[src/rtl/user_rw_reg_bank_pkg.sv]
`default_nettype none
// ============================================================================
// Module      : user_reg_pkg
// Description : Shared constants and helpers for the JTAG user-register bank.
//               onehot() qualifies a function-select vector, idx() returns the
//               position of its set bit, CNT_W sizes the shift-length counter.
// Ports       : none (package)
// Revision    : 1.0 - initial release
// ============================================================================
package user_reg_pkg;

    localparam int MAX_NREG  = 16;
    localparam int MAX_WIDTH = 64;

    // Wide enough to hold any legal register width, so the counter can
    // saturate at WIDTH without wrapping.
    localparam int CNT_W = $clog2(MAX_WIDTH + 1);

    // True when exactly one bit of v is set.
    function automatic bit onehot(input logic [MAX_NREG-1:0] v);
        return (v != '0) && ((v & (v - 16'd1)) == '0);
    endfunction

    // Index of the set bit of a one-hot vector.
    function automatic logic [3:0] idx(input logic [MAX_NREG-1:0] v);
        logic [3:0] r;
        r = '0;
        for (int i = 0; i < MAX_NREG; i++) begin
            if (v[i]) begin
                r = 4'(i);
            end
        end
        return r;
    endfunction

endpackage
`default_nettype wire

[src/rtl/user_rw_reg_bank_if.sv]
`default_nettype none
// ============================================================================
// Module      : user_rw_reg_bank_if
// Description : BSCAN-side user port of the register bank.
//               master : TAP / host side, drives the JTAG lines and RB_IN.
//               slave  : register bank, drives TDO, PO, UPD_STB and ERR.
// Signals     : DRCK, SEL, FSEL[NREG], CAPTURE, SHIFT, UPDATE, TDI,
//               RB_IN[NREG*WIDTH], TDO, PO[NREG*WIDTH], UPD_STB[NREG], ERR
// Revision    : 1.0 - initial release
// ============================================================================
interface user_rw_reg_bank_if #(
    parameter int NREG  = 4,
    parameter int WIDTH = 16
);
    logic                  DRCK;
    logic                  SEL;
    logic [NREG-1:0]       FSEL;
    logic                  CAPTURE;
    logic                  SHIFT;
    logic                  UPDATE;
    logic                  TDI;
    logic [NREG*WIDTH-1:0] RB_IN;
    logic                  TDO;
    logic [NREG*WIDTH-1:0] PO;
    logic [NREG-1:0]       UPD_STB;
    logic                  ERR;

    modport master (
        output DRCK, SEL, FSEL, CAPTURE, SHIFT, UPDATE, TDI, RB_IN,
        input  TDO, PO, UPD_STB, ERR
    );

    modport slave (
        input  DRCK, SEL, FSEL, CAPTURE, SHIFT, UPDATE, TDI, RB_IN,
        output TDO, PO, UPD_STB, ERR
    );
endinterface
`default_nettype wire

[src/rtl/user_rw_reg_bank_sync_edge.sv]
`default_nettype none
// ============================================================================
// Module      : jtag_sync_edge
// Description : W-bit two-flop synchroniser. With EDGE=0 the output is the
//               synchronised level; with EDGE=1 a third flop delays the
//               synchronised level and the output is a one-cycle pulse on
//               each rising transition.
// Ports       : clk   - fabric clock
//               rst_n - synchronous active-low reset (clears every flop)
//               i_d   - asynchronous inputs
//               o_y   - synchronised level or rising-edge pulse
// Revision    : 1.0 - initial release
// ============================================================================
module jtag_sync_edge #(
    parameter int W    = 1,
    parameter bit EDGE = 1'b0
) (
    input  wire logic         clk,
    input  wire logic         rst_n,
    input  wire logic [W-1:0] i_d,
    output logic      [W-1:0] o_y
);
    logic [W-1:0] meta_q, meta_d;
    logic [W-1:0] sync_q, sync_d;

    always_comb begin
        meta_d = i_d;
        sync_d = meta_q;
    end

    always_ff @(posedge clk) begin
        if (!rst_n) begin
            meta_q <= '0;
            sync_q <= '0;
        end else begin
            meta_q <= meta_d;
            sync_q <= sync_d;
        end
    end

    generate
        if (EDGE) begin : g_edge
            logic [W-1:0] dly_q, dly_d;

            always_comb dly_d = sync_q;

            always_ff @(posedge clk) begin
                if (!rst_n) begin
                    dly_q <= '0;
                end else begin
                    dly_q <= dly_d;
                end
            end

            assign o_y = sync_q & ~dly_q;
        end else begin : g_level
            assign o_y = sync_q;
        end
    endgenerate
endmodule
`default_nettype wire

[src/rtl/user_rw_reg_bank.sv]
`default_nettype none
// ============================================================================
// Module      : user_rw_reg_bank
// Description : JTAG user-register bank. NREG registers of WIDTH bits share
//               one shift register; FSEL picks the target. All JTAG lines are
//               resynchronised into CLK25, so PO, UPD_STB, ERR and TDO are
//               fully synchronous to the fabric clock.
// Ports       : CLK25 - fabric clock
//               RST_N - synchronous active-low reset
//               bus   - slave side of user_rw_reg_bank_if (JTAG lines in,
//                       RB_IN in, TDO / PO / UPD_STB / ERR out)
// Revision    : 1.0 - initial release
// ============================================================================
module user_rw_reg_bank
    import user_reg_pkg::*;
#(
    parameter int                    NREG      = 4,
    parameter int                    WIDTH     = 16,
    parameter logic [NREG*WIDTH-1:0] DEF_VALUE = '0,
    parameter bit                    RB_EXT    = 1'b0
) (
    input  wire logic          CLK25,
    input  wire logic          RST_N,
    user_rw_reg_bank_if.slave  bus
);
    localparam int               IDX_W    = (NREG > 1) ? $clog2(NREG) : 1;
    localparam logic [CNT_W-1:0] CNT_FULL = CNT_W'(WIDTH);

    // ------------------------------------------------------------------
    // Resynchronisation
    // ------------------------------------------------------------------
    logic [1:0]      edge_y;
    logic [NREG+3:0] lvl_y;
    logic            drck_rise, upd_rise;
    logic            sel_s, cap_s, shift_s, tdi_s;
    logic [NREG-1:0] fsel_s;

    jtag_sync_edge #(.W(2), .EDGE(1'b1)) u_sync_edge (
        .clk   (CLK25),
        .rst_n (RST_N),
        .i_d   ({bus.DRCK, bus.UPDATE}),
        .o_y   (edge_y)
    );

    jtag_sync_edge #(.W(NREG + 4), .EDGE(1'b0)) u_sync_lvl (
        .clk   (CLK25),
        .rst_n (RST_N),
        .i_d   ({bus.SEL, bus.CAPTURE, bus.SHIFT, bus.TDI, bus.FSEL}),
        .o_y   (lvl_y)
    );

    assign {drck_rise, upd_rise}                  = edge_y;
    assign {sel_s, cap_s, shift_s, tdi_s, fsel_s} = lvl_y;

    // ------------------------------------------------------------------
    // Selection decode
    // ------------------------------------------------------------------
    logic [MAX_NREG-1:0] fsel_ext;
    logic                valid;
    logic [IDX_W-1:0]    k;

    assign fsel_ext = MAX_NREG'(fsel_s);
    assign valid    = sel_s & onehot(fsel_ext);
    assign k        = IDX_W'(idx(fsel_ext));

    // ------------------------------------------------------------------
    // State
    // ------------------------------------------------------------------
    logic [WIDTH-1:0] sh_q, sh_d;
    logic [CNT_W-1:0] cnt_q, cnt_d;
    logic [WIDTH-1:0] po_q [NREG];
    logic [WIDTH-1:0] po_d [NREG];
    logic [WIDTH-1:0] cap_val [NREG];
    logic             pend_q, pend_d;
    logic [IDX_W-1:0] pend_idx_q, pend_idx_d;
    logic [WIDTH-1:0] pend_data_q, pend_data_d;
    logic [NREG-1:0]  stb_q, stb_d;
    logic             err_q, err_d;
    logic             tdo_q, tdo_d;

    generate
        if (RB_EXT) begin : g_rb_ext
            for (genvar i = 0; i < NREG; i++) begin : g_slice
                assign cap_val[i] = bus.RB_IN[i*WIDTH +: WIDTH];
            end
        end else begin : g_rb_po
            for (genvar i = 0; i < NREG; i++) begin : g_slice
                assign cap_val[i] = po_q[i];
            end
        end
    endgenerate

    always_comb begin
        sh_d        = sh_q;
        cnt_d       = cnt_q;
        po_d        = po_q;
        pend_d      = 1'b0;
        pend_idx_d  = pend_idx_q;
        pend_data_d = pend_data_q;
        stb_d       = '0;
        err_d       = err_q;
        tdo_d       = valid & sh_q[0];

        // Commit stage: one cycle after the update edge, so PO and the
        // strobe move together and the committed data was sampled before
        // any coincident shift.
        if (pend_q) begin
            po_d[pend_idx_q]  = pend_data_q;
            stb_d[pend_idx_q] = 1'b1;
        end

        if (drck_rise && valid) begin
            if (cap_s) begin
                sh_d  = cap_val[k];
                cnt_d = '0;
                err_d = 1'b0;
            end else if (shift_s) begin
                sh_d = {tdi_s, sh_q[WIDTH-1:1]};
                if (cnt_q != CNT_FULL) begin
                    cnt_d = cnt_q + CNT_W'(1);
                end
            end
        end

        // An update with SEL low is not addressed to this bank at all.
        if (upd_rise && sel_s) begin
            if (valid && (cnt_q == CNT_FULL)) begin
                pend_d      = 1'b1;
                pend_idx_d  = k;
                pend_data_d = sh_q;
            end else begin
                err_d = 1'b1;
            end
        end
    end

    always_ff @(posedge CLK25) begin
        if (!RST_N) begin
            sh_q        <= '0;
            cnt_q       <= '0;
            pend_q      <= 1'b0;
            pend_idx_q  <= '0;
            pend_data_q <= '0;
            stb_q       <= '0;
            err_q       <= 1'b0;
            tdo_q       <= 1'b0;
            for (int i = 0; i < NREG; i++) begin
                po_q[i] <= DEF_VALUE[i*WIDTH +: WIDTH];
            end
        end else begin
            sh_q        <= sh_d;
            cnt_q       <= cnt_d;
            pend_q      <= pend_d;
            pend_idx_q  <= pend_idx_d;
            pend_data_q <= pend_data_d;
            stb_q       <= stb_d;
            err_q       <= err_d;
            tdo_q       <= tdo_d;
            po_q        <= po_d;
        end
    end

    // ------------------------------------------------------------------
    // Outputs
    // ------------------------------------------------------------------
    generate
        for (genvar i = 0; i < NREG; i++) begin : g_po
            assign bus.PO[i*WIDTH +: WIDTH] = po_q[i];
        end
    endgenerate

    assign bus.TDO     = tdo_q;
    assign bus.UPD_STB = stb_q;
    assign bus.ERR     = err_q;
endmodule
`default_nettype wire
[src/flat_wrapper.sv]
// flat-port wrapper written by rule: the top's interface ports become plain ports
module user_rw_reg_bank_flat import user_reg_pkg::*;
#(
    parameter int                    NREG      = 4,
    parameter int                    WIDTH     = 16,
    parameter logic [NREG*WIDTH-1:0] DEF_VALUE = '0,
    parameter bit                    RB_EXT    = 1'b0
)
  (CLK25, RST_N, bus_DRCK, bus_SEL, bus_FSEL, bus_CAPTURE, bus_SHIFT, bus_UPDATE, bus_TDI, bus_RB_IN, bus_TDO, bus_PO, bus_UPD_STB, bus_ERR);
  user_rw_reg_bank_if #(.NREG(NREG), .WIDTH(WIDTH)) bus_i ();
  input  wire logic CLK25;
  input  wire logic RST_N;
  input wire logic [$bits(bus_i.DRCK)-1:0] bus_DRCK;
  input wire logic [$bits(bus_i.SEL)-1:0] bus_SEL;
  input wire logic [$bits(bus_i.FSEL)-1:0] bus_FSEL;
  input wire logic [$bits(bus_i.CAPTURE)-1:0] bus_CAPTURE;
  input wire logic [$bits(bus_i.SHIFT)-1:0] bus_SHIFT;
  input wire logic [$bits(bus_i.UPDATE)-1:0] bus_UPDATE;
  input wire logic [$bits(bus_i.TDI)-1:0] bus_TDI;
  input wire logic [$bits(bus_i.RB_IN)-1:0] bus_RB_IN;
  output wire logic [$bits(bus_i.TDO)-1:0] bus_TDO;
  output wire logic [$bits(bus_i.PO)-1:0] bus_PO;
  output wire logic [$bits(bus_i.UPD_STB)-1:0] bus_UPD_STB;
  output wire logic [$bits(bus_i.ERR)-1:0] bus_ERR;
  assign bus_i.DRCK = bus_DRCK;
  assign bus_i.SEL = bus_SEL;
  assign bus_i.FSEL = bus_FSEL;
  assign bus_i.CAPTURE = bus_CAPTURE;
  assign bus_i.SHIFT = bus_SHIFT;
  assign bus_i.UPDATE = bus_UPDATE;
  assign bus_i.TDI = bus_TDI;
  assign bus_i.RB_IN = bus_RB_IN;
  assign bus_TDO = bus_i.TDO;
  assign bus_PO = bus_i.PO;
  assign bus_UPD_STB = bus_i.UPD_STB;
  assign bus_ERR = bus_i.ERR;
  user_rw_reg_bank #(.NREG(NREG), .WIDTH(WIDTH), .DEF_VALUE(DEF_VALUE), .RB_EXT(RB_EXT)) u_core (.CLK25(CLK25), .RST_N(RST_N), .bus(bus_i));
endmodule
[config.mk]
export PLATFORM = sky130hd
export DESIGN_NAME = user_rw_reg_bank_flat
export DESIGN_NICKNAME = d
export VERILOG_FILES = /design/src/rtl/user_rw_reg_bank_pkg.sv /design/src/rtl/user_rw_reg_bank_if.sv /design/src/rtl/user_rw_reg_bank_sync_edge.sv /design/src/rtl/user_rw_reg_bank.sv /design/src/flat_wrapper.sv
export SDC_FILE = /design/constraint.sdc
export NUM_CORES = 1
export LEC_CHECK = 0
export BUFFER_PORTS_ARGS = -buffer_cell sky130_fd_sc_hd__buf_2
export CORE_ASPECT_RATIO = 0.7
export CORE_MARGIN = 2
export CORE_UTILIZATION = 40
export DETAILED_ROUTE_END_ITERATION = 7
export PLACE_DENSITY = 0.66
export SLEW_MARGIN = 20
export SYNTH_ARGS = -nofsm -noshare
export SYNTH_HDL_FRONTEND = slang
export SYNTH_HIERARCHICAL = 1
export SYNTH_SLANG_ARGS = --single-unit
export TNS_END_PERCENT = 100
[constraint.sdc]
create_clock -name CLK25 -period 1.8 [get_ports CLK25]
set_input_delay 0.36 -clock CLK25 [delete_from_list [all_inputs] [get_ports CLK25]]
set_output_delay 0.36 -clock CLK25 [all_outputs]
set_load 0.01 [all_outputs]
# Word-level counts from Yosys, hierarchy flattened
# Cells that the tools add are included.
# Widths: inputs -> output; s select.
[totals]
ff_bits = 134
inputBits = 76
out_inout_bits = 70
word_cells = 69
[classes]
add_sub_neg = 2
n_lt_le_gt_ge = 5
n_eq_ne = 2
muxes = 21
bitwise = 7
n_reduce_logical = 15
[op_table]
columns = ["operator", "count"]
rows = [
  ["$mux 16", 5],
  ["$bwmux 64", 1],
  ["$bmux 16 s2", 1],
  ["$demux 16 s2", 1],
  ["$mux 7", 3],
  ["$and 4x16->16", 1],
  ["$logic_not 16->1", 1],
  ["$reduce_bool 16->1", 1],
  ["$reduce_and 2->1", 4],
  ["$add 7x1->7 const B", 1],
  ["$eq 7x5->1 const B", 1],
  ["$mux 1", 7],
  ["$ne 7x5->1 const B", 1],
  ["$ge 3x3->1 const B", 2],
  ["$logic_and 1x1->1", 6],
  ["$not 2->3", 2],
  ["$sub 4x1->5 const B", 1],
  ["$mux 2", 2],
  ["$reduce_bool 2->1", 2],
  ["$lt 2x3->1 const B", 1],
  ["$lt 3x1->1 const B", 1],
  ["$reduce_and 3->1", 1],
  ["$and 1x1->1", 2],
  ["$and 2x2->2", 1],
  ["other kinds (3)", 3],
]

# Logic depth before layout (Yosys ltp)
[depth]
word_depth = 9
mapped_depth = 8
depth_no_buf = 6

# Hierarchy
# Netlist, hierarchy kept.
[by_module_without_submodules]
columns = ["module", "n_inst", "cells_per_inst", "area_each_um2", "seq_area_each_um2"]
rows = [
  ["user_rw_reg_bank", 1, 607, 4722.0, 2242.2],
  ["jtag_sync_edge (u_core.u_sync_lvl)", 1, 33, 446.7, 320.3],
  ["jtag_sync_edge (u_core.u_sync_edge)", 1, 14, 170.2, 120.1],
]

# Least setup slack after synthesis
# OpenSTA, ideal clock, no wires.
[synth_path]
kind = "register -> register"
startpoint = "reg u_core.u_sync_lvl.sync_q[3], in the netlist u_core/u_sync_lvl/o_y[3]"
endpoint = "reg u_core.cnt_q[0]"
arrival_time_ns = 1.877
required_ns = 1.730
setup_slack_ns = -0.147
path_stages_with_launch = 7
synth_period_minus_slack_ns = 1.947
path_cell_list = "dfxtp_1 > buf_4 > or4b_4 > a21o_1 > buf_6 > or4_1 > a21oi_1"
[synth_between]
elab_chain_len = 7
[synth_lines]
columns = ["item", "line_no", "source"]
rows = [
  ["start: declaration", "user_rw_reg_bank_sync_edge.sv:24", "logic [W-1:0] sync_q, sync_d;"],
  ["start signal: assignment", "user_rw_reg_bank_sync_edge.sv:37", "sync_q <= sync_d;"],
  ["$sub 4x1->5", "user_rw_reg_bank_pkg.sv:21", "return (v != '0) && ((v & (v - 16'd1)) == '0);"],
  ["$and 4x16->16", "user_rw_reg_bank_pkg.sv:21", ""],
  ["$logic_not 16->1", "user_rw_reg_bank_pkg.sv:21", ""],
  ["$logic_and 1x1->1 (*)", "user_rw_reg_bank_pkg.sv:21", ""],
  ["$and 1x1->1 (*)", "user_rw_reg_bank.sv:63", "assign valid = sel_s & onehot(fsel_ext);"],
  ["$logic_and 1x1->1 (*)", "user_rw_reg_bank.sv:112", "if (drck_rise && valid) begin"],
  ["$reduce_and 3->1 (no line) (*)", "--", ""],
  ["end signal: assignment", "user_rw_reg_bank.sv:152", "cnt_q <= cnt_d;"],
  ["end: declaration", "user_rw_reg_bank.sv:70", "logic [CNT_W-1:0] cnt_q, cnt_d;"],
]
# Mark *: on every way between the ends. The rest lies on a longest branch, timed or not.
# A chain may end at the register's enable or synchronous reset.

# Worst setup path after layout
[layout_path]
startpoint = "reg u_core.u_sync_lvl.sync_q[0], in the netlist u_core/u_sync_lvl/o_y[0]"
endpoint = "reg u_core.cnt_q[3]"
# The elaborated chain is that of the path after synthesis.

==> flow_summary.toml <==
[outcome]
outcome = "finished with violations"
violations = "negative setup slack"

[pwr]
combinationalPowerShare_pct = 3.5
pwr-share-seq_pct = 43.4
p_sw_share_pct = 21.8
p_sw_uw = 1510
leakage_uw = 0.00260
ir_drop_uv = 646
pwr-share-clk_pct = 53.2
p_int_uw = 5420
powerDensity_nw_per_um2 = 1020

[yosys]
synth_top_area_share_pct = 50.2
ys_seq_area_share_pct = 50.2
syn_area_per_cell_um2 = 8.16
synthFlopType = "dfxtp_1"
ys.warnings.count = 6
ys_ff_latch = 134
yosysTopAreaCell = "dfxtp_1"
synth.distinct_cells = 37
synth_edf_count = 0
synth_common_cells = "nand2_1 (167), dfxtp_1 (134), a21oi_1 (106)"
yosysMostFrequentCell = "nand2_1"
syn-num-nets = 732
syn_area_um2 = 5340
synth.area.top_cells = "dfxtp_1 (50%), nand2_1 (12%), a21oi_1 (9.9%), o21ai_0 (3.7%), mux2_2 (3.4%)"
synthCells = 654
async_flop_share_pct = 0

[global_routing]
grt_pass1_wl_um = 24500
met2_usage_pct = 33.9
grt_use_met1_pct = 30.3
grt_use_total_pct = 22.1
grt_pass1_vias = 4779
use_met3_pct = 5.32
grt-ovfl-total = 0
grt_max_degree = 43
antenna_found_initial = 0
busiest_layer = "met2"

[placement]
dp.cells = 888
dp_slack_ps = -177
placed_cell_area_um2 = 6040
io_buffer_count = 81
gp_congestion = 0.804
dp_hpwl_um = 10100

[sta]
max_slew_margin_pct = 65.9
tightestPinTransition_ps = 510
fmax_mhz = 531
timing.final.crit_share_pct = 105
setup_viol = 27
min_period_ps = 1880
hold_viol = 0
slew_viol_final = 0
rsz0062_at_grt = "yes"
holdWs_ps = 147
fin_ws_ps = -82.8
clock_skew_ps = 12.3

[final_layout]
syn2layout_area_growth_pct = 26.7
final_util_pct = 51.7
nets = 822
fillers = 1179
antennaDiodeCount = 0
drive_gt1_share_pct = 26.6
fin_cells = 923
postLayoutCellArea_um2 = 6770

[detailed_routing]
vias = 4994
viasPerCell = 5.41
finalWirelength_um = 15300
wl_per_cell_um = 16.6
drc = 0
drtIter0Drc = 433
drt_pass1_iterations = 7
antenna_left = 0

[critical_path]
slowest_stage = "or4b_4"
worst_setup_path_start_kind = "flop"
critPathKind = "flop to flop"
worst_ep_arrival_time_ps = 2230
path_max_fanout = 8
critPathCaptureType = "flop"
path_cells = "or4b_4, a21o_4, buf_6, or4_4, a21oi_2"
required_ps = 2150
critPathMaxStageDelay_ps = 550

[floorplan]
die_h_um = 101
rows = 35
initial_core_util_pct = 40.8
die_w_um = 142
coreArea_um2 = 13100
pin_count = 146
design.die.area_um2 = 14300

[run]
cap_violations = 0

[clock_tree]
clk_path_buf_depth = 2
cts.sinks = 134
root_buffer = "clkbuf_16"
numCtsBuffers = 17
clk_latency_ps = 410
cts_hold_buf = 0
h-tree-depth = 4
path_clk_slew_ps = 60
cts_tree = "yes"

[hold_path]
hp-class = "input pin to flop"
cells by family (layout without fill, tap and decap cells):
kind of cell / Yosys count / in the layout / synth area share (%)
buffers and inverters: 70 / 173 / 5.48
DFF: 134 / 134 / 50.2
muxes: 16 / 16 / 3.37
AOI/OAI and AO/OA: 188 / 188 / 19.7
and+or+nand+nor: 243 / 243 / 20.6
xor gates and xnor gates: 1 / 1 / 0.164
adders and majority gates: 2 / 2 / 0.469
metal layers:
metal,vias to the layer above,wire length [um]
met5,-,0
met4,0,181
met3,16,1330
met2,201,6670
met1,2369,7100
li1,2408,-
registers in the layout, summed over array words and instances (netlist names):
register / cells
u_core/bus.PO: 64
u_core/pend_data_q: 16
u_core/sh_q: 16
u_core/u_sync_lvl/meta_q: 8
u_core/u_sync_lvl/o_y: 8
u_core/cnt_q: 7
u_core/bus.UPD_STB: 4
u_core/pend_idx_q: 2
u_core/u_sync_edge/g_edge.dly_d: 2
u_core/u_sync_edge/g_edge.dly_q: 2
u_core/u_sync_edge/meta_q: 2
u_core/bus.ERR: 1
u_core/bus.TDO: 1
u_core/pend_q: 1
critical path: cells and delay by family, from the launching register on:
family / cells / cell delay (ps)
AO/OA/AOI/OAI: 2 / 400
buffers and inverters: 1 / 130
flip-flops: 1 / 320
AND/OR/NAND/NOR: 2 / 970
cell usage in the layout (no fill, tap or decap), types with 3 or more instances in the layout:
master     count
inv_1         19
bufinv_16      4
o21ai_1       12
clkbuf_16     17
o21ai_0       27
a21oi_1      101
a22o_1        16
dfxtp_2        3
or4_1          3
a21oi_2        4
mux2_2        16
buf_4         36
and2_2        12
nand2_1      167
nor2b_1        3
nor2_1        10
inv_6          4
nand3b_1       3
dfxtp_1      130
and2_1        10
o31ai_1        4
or4_4          3
nand3_1       20
buf_2         81
a31oi_1       17
metrics by stage:
step,setup TNS [ps],power (uW)
floorplan,-878,3210
global placement,-1490,3290
detailed placement,-2150,3290
CTS,-1500,6950
global route,-2740,7140
finish,-953,6930
cell type report:
class / instances / area (um^2) / share of cell area, %
Tap cell: 166 / 208 / 3.07
Inverter: 20 / 75.1 / 1.11
Sequential cell: 134 / 2690 / 39.8
Clock inverter: 14 / 198 / 2.92
Multi-Input combinational cell: 450 / 2430 / 35.9
Clock buffer: 18 / 429 / 6.34
Timing Repair Buffer: 121 / 738 / 10.9
power groups by stage:
stage	logic, uW	clock network (uW)	registers (uW)
after floorplan	147	0	3060
after global placement	221	0	3070
after detailed placement	227	0	3070
after CTS	234	3710	3000
after global routing	260	3880	3000
final	239	3680	3000
what timing repair did:
item	4_1_cts	5_1_grt
endpoints found under the setup margin	40	41
setup buffers	2	1
resized for setup	25	8
pin swaps	7	7
final timing paths:
check,from,end,slack (ps),cells past startpoint
max,u_core/u_sync_lvl/o_y[0],u_core/cnt_q[3],-80,5
min,bus_DRCK,u_core/u_sync_edge/meta_q[1],150,2
max reg2reg,u_core/u_sync_lvl/o_y[0],u_core/cnt_q[3],-80,5
min reg2reg,u_core/u_sync_edge/meta_q[1],u_core/u_sync_edge/g_edge.dly_d[1],440,1
No activity file was read; power rests on OpenSTA's default activity.
